==> src/rtl/data_cache.sv <==
// Direct-mapped write-through, no-write-allocate data cache: read hits answer in the request cycle,
// misses refill a line one word per memory beat; every memory beat may stall indefinitely on dmem_ready_i.
module data_cache #(
   parameter int DWidth       = 32,
   parameter int NumLines     = 16,
   parameter int WordsPerLine = 4
) (
   input  logic              clk_i,
   input  logic              rst_ni,
   input  logic              req_i,
   input  logic              write_i,
   input  logic [DWidth-1:0] addr_i,
   input  logic [DWidth-1:0] wdata_i,
   output logic [DWidth-1:0] rdata_o,
   output logic              ready_o,
   input  logic              dmem_ready_i,
   input  logic [DWidth-1:0] dmem_rdata_i,
   output logic [DWidth-1:0] dmem_wdata_o,
   output logic [DWidth-1:0] dmem_addr_o,
   output logic              dmem_req_o,
   output logic              dmem_write_o
);

   localparam int OffW = $clog2(WordsPerLine);
   localparam int IdxW = $clog2(NumLines);
   localparam int O    = OffW + 2;
   localparam int TagW = DWidth - O - IdxW;

   typedef enum logic [1:0] {IDLE, REFILL, WRITE} state_e;

   state_e              state_q;
   logic [OffW-1:0]     beat_q;
   logic [DWidth-O-1:0] line_q;
   logic [NumLines-1:0] valid_q;
   logic [TagW-1:0]     tag_q  [NumLines];
   logic [DWidth-1:0]   data_q [NumLines*WordsPerLine];

   logic [OffW-1:0] off;
   logic [IdxW-1:0] idx;
   logic [TagW-1:0] tag;
   logic [IdxW-1:0] rf_idx;
   logic            hit;
   logic            unused_lsb;

   assign off        = addr_i[O-1:2];
   assign idx        = addr_i[O+IdxW-1:O];
   assign tag        = addr_i[DWidth-1:O+IdxW];
   assign hit        = req_i & valid_q[idx] & (tag_q[idx] == tag);
   assign rf_idx     = line_q[IdxW-1:0];
   assign unused_lsb = ^addr_i[1:0];

   always_comb begin
      ready_o      = 1'b0;
      rdata_o      = '0;
      dmem_req_o   = 1'b0;
      dmem_write_o = 1'b0;
      dmem_addr_o  = '0;
      dmem_wdata_o = '0;
      unique case (state_q)
         IDLE: begin
            if (hit && !write_i) begin
               ready_o = 1'b1;
               rdata_o = data_q[{idx, off}];
            end
         end
         REFILL: begin
            dmem_req_o  = 1'b1;
            dmem_addr_o = {line_q, beat_q, 2'b00};
         end
         WRITE: begin
            dmem_req_o   = 1'b1;
            dmem_write_o = 1'b1;
            dmem_addr_o  = {addr_i[DWidth-1:2], 2'b00};
            dmem_wdata_o = wdata_i;
            ready_o      = dmem_ready_i;
         end
         default: ;
      endcase
   end

   // The refill line is latched at the miss so a dropped request still completes a coherent line.
   always_ff @(posedge clk_i) begin
      if (!rst_ni) begin
         state_q <= IDLE;
         beat_q  <= '0;
         valid_q <= '0;
      end else begin
         unique case (state_q)
            IDLE: begin
               if (req_i) begin
                  if (write_i) begin
                     state_q <= WRITE;
                  end else if (!hit) begin
                     state_q      <= REFILL;
                     beat_q       <= '0;
                     line_q       <= addr_i[DWidth-1:O];
                     valid_q[idx] <= 1'b0;
                  end
               end
            end
            REFILL: begin
               if (dmem_ready_i) begin
                  data_q[{rf_idx, beat_q}] <= dmem_rdata_i;
                  beat_q                   <= beat_q + OffW'(1);
                  if (beat_q == OffW'(WordsPerLine - 1)) begin
                     tag_q[rf_idx]   <= line_q[DWidth-O-1:IdxW];
                     valid_q[rf_idx] <= 1'b1;
                     state_q         <= IDLE;
                  end
               end
            end
            WRITE: begin
               if (dmem_ready_i) begin
                  if (hit) begin
                     data_q[{idx, off}] <= wdata_i;
                  end
                  state_q <= IDLE;
               end
            end
            default: state_q <= IDLE;
         endcase
      end
   end

endmodule

==> config.mk <==
export PLATFORM = sky130hd
export DESIGN_NAME = data_cache
export DESIGN_NICKNAME = d
export VERILOG_FILES = /design/src/rtl/data_cache.sv
export SDC_FILE = /design/constraint.sdc
export NUM_CORES = 2
export LEC_CHECK = 0
export CORE_MARGIN = 2
export CORE_UTILIZATION = 50
export CTS_CLUSTER_DIAMETER = 100
export DETAILED_ROUTE_END_ITERATION = 7
export GPL_ROUTABILITY_DRIVEN = 0
export PLACE_DENSITY = 0.66
export SLEW_MARGIN = 20
export SYNTH_ARGS = -nofsm -noshare
export SYNTH_HDL_FRONTEND = slang
export SYNTH_SLANG_ARGS = --single-unit
==> constraint.sdc <==
create_clock -name clk_i -period 13.74 [get_ports clk_i]
set_clock_uncertainty 0.15 [all_clocks]
set_input_delay 2.748 -clock clk_i [delete_from_list [all_inputs] [get_ports clk_i]]
set_output_delay 2.748 -clock clk_i [all_outputs]
set_load 0.005 [all_outputs]
==> results by group <==
Status
  • Outcome: finished, final reports clean

Setup path
  • Max incr delay on CP: 1.10 ns
  • Startpoint Class: input pin
  • Critical Path Sink Type: output pin
  • Worst Path Arrival: between 8 and 9 ns
  • RR Endpoint: data_q[30][30]
  • Crit path buffers/inverters: 3
  • Worst endpoint required time: roughly 11 ns
  • Crit path kind: input pin to output pin
  • Cell family with most CP delay: simple AND/OR/NAND/NOR gates
  • Worst r2r src: tag_q[7][13]
  • Worst path cell trace: buf_8 -> nor2b_2 -> a22o_1 -> o31ai_1 -> a21oi_1 -> nand4_1 -> a2111oi_2 -> nand4_2 -> or3_2 -> buf_4 -> nor3_1 -> clkdlybuf4s50_1
  • Critical-path maximum fanout: 59
  • Register-to-Register Path Depth: 11
  • Slowest stage cell on the critical path: nor2b_2
  • Reg2reg setup slack: just under 7 ns

CTS
  • Clk sinks: 2,480
  • Clk pin slew, worst setup/hold paths: 0.06 ns
  • CTS HTree Levels: 4
  • CTS root buf: clkbuf_16
  • PostCTS Resize Cnt: 0
  • Clk buf depth: 3
  • Post-CTS Hold Buffers: 0
  • Worst-Skew Late Latency: between 0.8 and 0.9 ns
  • Post-CTS setup buffer count: 0
  • CTS tree: yes
  • CTS Buf Count: about 240

Pwr
  • Pwr/cell area: approximately 140 mW/mm2
  • VDD IR max: between 100 and 150 uV
  • Static Leak: about 34 nW

Floorplan
  • Die area: 0.1973 mm2
  • Placement row count: between 150 and 200
  • Core area: 0.1926 mm2
  • Chip Width: between 400 and 500 um
  • I/O pin total: 200
  • Die Y: around 440 um
  • Initial core utilization: 50.30%

Route
  • Vias/cell: between 6 and 7
  • # DRC: 0
  • Detailed Routing Iterations Pass 1: 7
  • Wire per inst: between 30 and 40 um
  • Routed vias: ~49,000
  • Post-DRT Antenna Nets: 0
  • 1st-iter DRT viols: approximately 6,900
  • Total routed wirelength: roughly 270,000 um

Cells and area
  • Final core occ: 57.54%
  • Share of cells above drive strength 1: between 20% and 30%
  • Area Overhead vs Synth: 14.39%
  • Post-route non-filler standard cell count: 7,510
  • Nets: 4,894

GRT
  • Largest net degree at the start of global routing: between 100 and 150
  • Vias in the first global route: about 48,000
  • Gr ovfl total: 0
  • First-pass GRT wire length: 371,800 um
  • All-layer global routing usage: between 20 and 30%
  • Initial antenna violation count: 10

Place
  • Placed insts: roughly 7,100
  • DP Worst Slack: between 2 and 2.5 ns
  • Detail Placement HPWL: between 100,000 and 150,000 um
  • Port-buffer cells: between 150 and 200

Yosys
  • Largest area contributor in the netlist: edfxtp_1
  • Ys async rst share: 0%
  • Syn Inst Count: approximately 4,400
  • Synth unique cells: 68
  • Main synth FF type: edfxtp_1
  • Post-Syn Area: 0.09687 mm2
  • Synth cell count leaders: 2,460 x edfxtp_1, 623 x mux4_2, 197 x nand2_1
  • Most common cell in the synthesized netlist: edfxtp_1
  • Post-synth EDFFs: roughly 2,500
  • Post-synthesis sequential area ratio: between 70% and 80%
  • YS warnings: 0
  • Synth Register Bits: approximately 2,500
  • Top area cells in the synthesized netlist: edfxtp_1 76%, mux4_2 14%, mux2i_1 1.9%
  • Share of the synthesized area in the top cell type: between 70% and 80%
  • Post-Syn Area per Cell: ~22 um2

Timing
  • Slew @ Worst Pin: 1.233 ns
  • Hold Vio Cnt, Final: 0
  • Worst Slack Setup Final: around 2.1 ns
  • Max Transition Viols Final: 0
  • RSZ-0062 raised after global routing: false
  • Final setup viols: 0
  • Upper clock frequency limit: 0.08567 GHz
  • Final min period: approximately 12 ns
  • Max-slew headroom: about 17%
  • TNS Setup: 0 ns
  • Final period util: between 80% and 90%

Worst hold path
  • Hold Path Cell Cnt: 2
  • Hold path startpoint: valid_q[7]
  • Min-Delay Endpoint: valid_q[7]
  • Hold WC Path Type: flop to flop

Run
  • Max-cap violations: 0
==> logic make-up after synthesis <==
group | after synthesis | synth area share (%)
adders and majority gates | 4 | 0.05167
AOI/OAI and AO/OA | 359 | 2.619
DFF | 2480 | 76.67
other | 1 | 0.003871
buffers and inverters | 275 | 1.276
and+or+nand+nor | 444 | 2.220
muxes | 857 | 16.97
xor gates and xnor gates | 21 | 0.1899
==> power by group <==
group	total (W)	internal, W	switching (W)
clock	0.00631	0.00351	0.00280
sequential	0.00835	0.00833	0.0000221
combinational	0.000910	0.000366	0.000544
total	0.0156	0.0122	0.00336
==> cells in the final DEF (no fill, tap or decap), drive strengths merged, types with 18 or more instances in the layout <==
| master | n |
|---|---|
| nor2b | 46 |
| o22ai | 135 |
| a21oi | 26 |
| dfxtp | 20 |
| clkinv | 97 |
| inv | 29 |
| a211oi | 21 |
| mux4 | 623 |
| nand2 | 197 |
| bufinv | 18 |
| buf | 174 |
| o21ai | 25 |
| and2 | 41 |
| nor2 | 65 |
| o31ai | 18 |
| edfxtp | 2460 |
| nor3 | 26 |
| mux2 | 50 |
| a22oi | 57 |
| mux2i | 184 |
| clkbuf | 299 |
| clkdlybuf4s50 | 189 |
==> final cells by class <==
class                           count  area [um2]
Tap cell                         2526        3161
Clock buffer                      298        6170
Multi-Input combinational cell   1687       22410
Inverter                           20       75.07
Clock inverter                    130        1275
Antenna cell                        5       12.51
Sequential cell                  2480       74270
Timing Repair Buffer              364        3437
Fill cell                       13891       81770
==> state kept, by name (all words and copies together), names as in the netlist <==
signal and count:
data_q 2048, beat_q 2, state_q 2, tag_q 384, valid_q 16, line_q 28
==> how the worst max path moves through the flow <==
stage / startpoint / endpoint / cells after the start / slack (ns)
2_1_floorplan: addr_i[4] / rdata_o[20] / 14 / 5.22
3_3_place_gp: addr_i[5] / rdata_o[8] / 12 / 2.10
3_5_place_dp: addr_i[5] / rdata_o[8] / 12 / 2.11
4_1_cts: addr_i[5] / rdata_o[26] / 12 / 2.10
5_1_grt: addr_i[5] / rdata_o[26] / 12 / 1.99
6_report: addr_i[4] / rdata_o[26] / 12 / 2.07
==> metrics by stage <==
stage | area, um2 | total power, W | hold slack (ns)
6_report | 110800 | 0.01558 | 0.3255
5_1_grt | 110800 | 0.01596 | 0.3407
4_1_cts | 110700 | 0.01562 | 0.3255
3_5_place_dp | 103200 | 0.009417 | 0.3170
3_3_place_gp | 103100 | 0.009401 | 0.3014
2_1_floorplan | 96870 | 0.009039 | 0.2850
==> worst reg2reg max path: stages (launching register included) <==
cell	delay, ns
edfxtp_1	0.36
mux4_2	0.47
mux2i_1	0.29
o21ai_0	0.15
nor3_1	0.27
a31oi_1	0.32
a2111oi_2	0.70
nand4_2	0.33
nor2_4	0.84
buf_4	0.92
mux2i_4	1.04
buf_4	0.67
==> per-layer routing <==
metal	global-route usage (%)	vias up	share of wire, %
met2	43.27	2838	48
li1	-	19491	-
met5	0	-	0.0086
met1	37.70	26636	38
met4	9.923	4	4.1
met3	5.374	478	10
No activity file was read; power rests on OpenSTA's default activity.
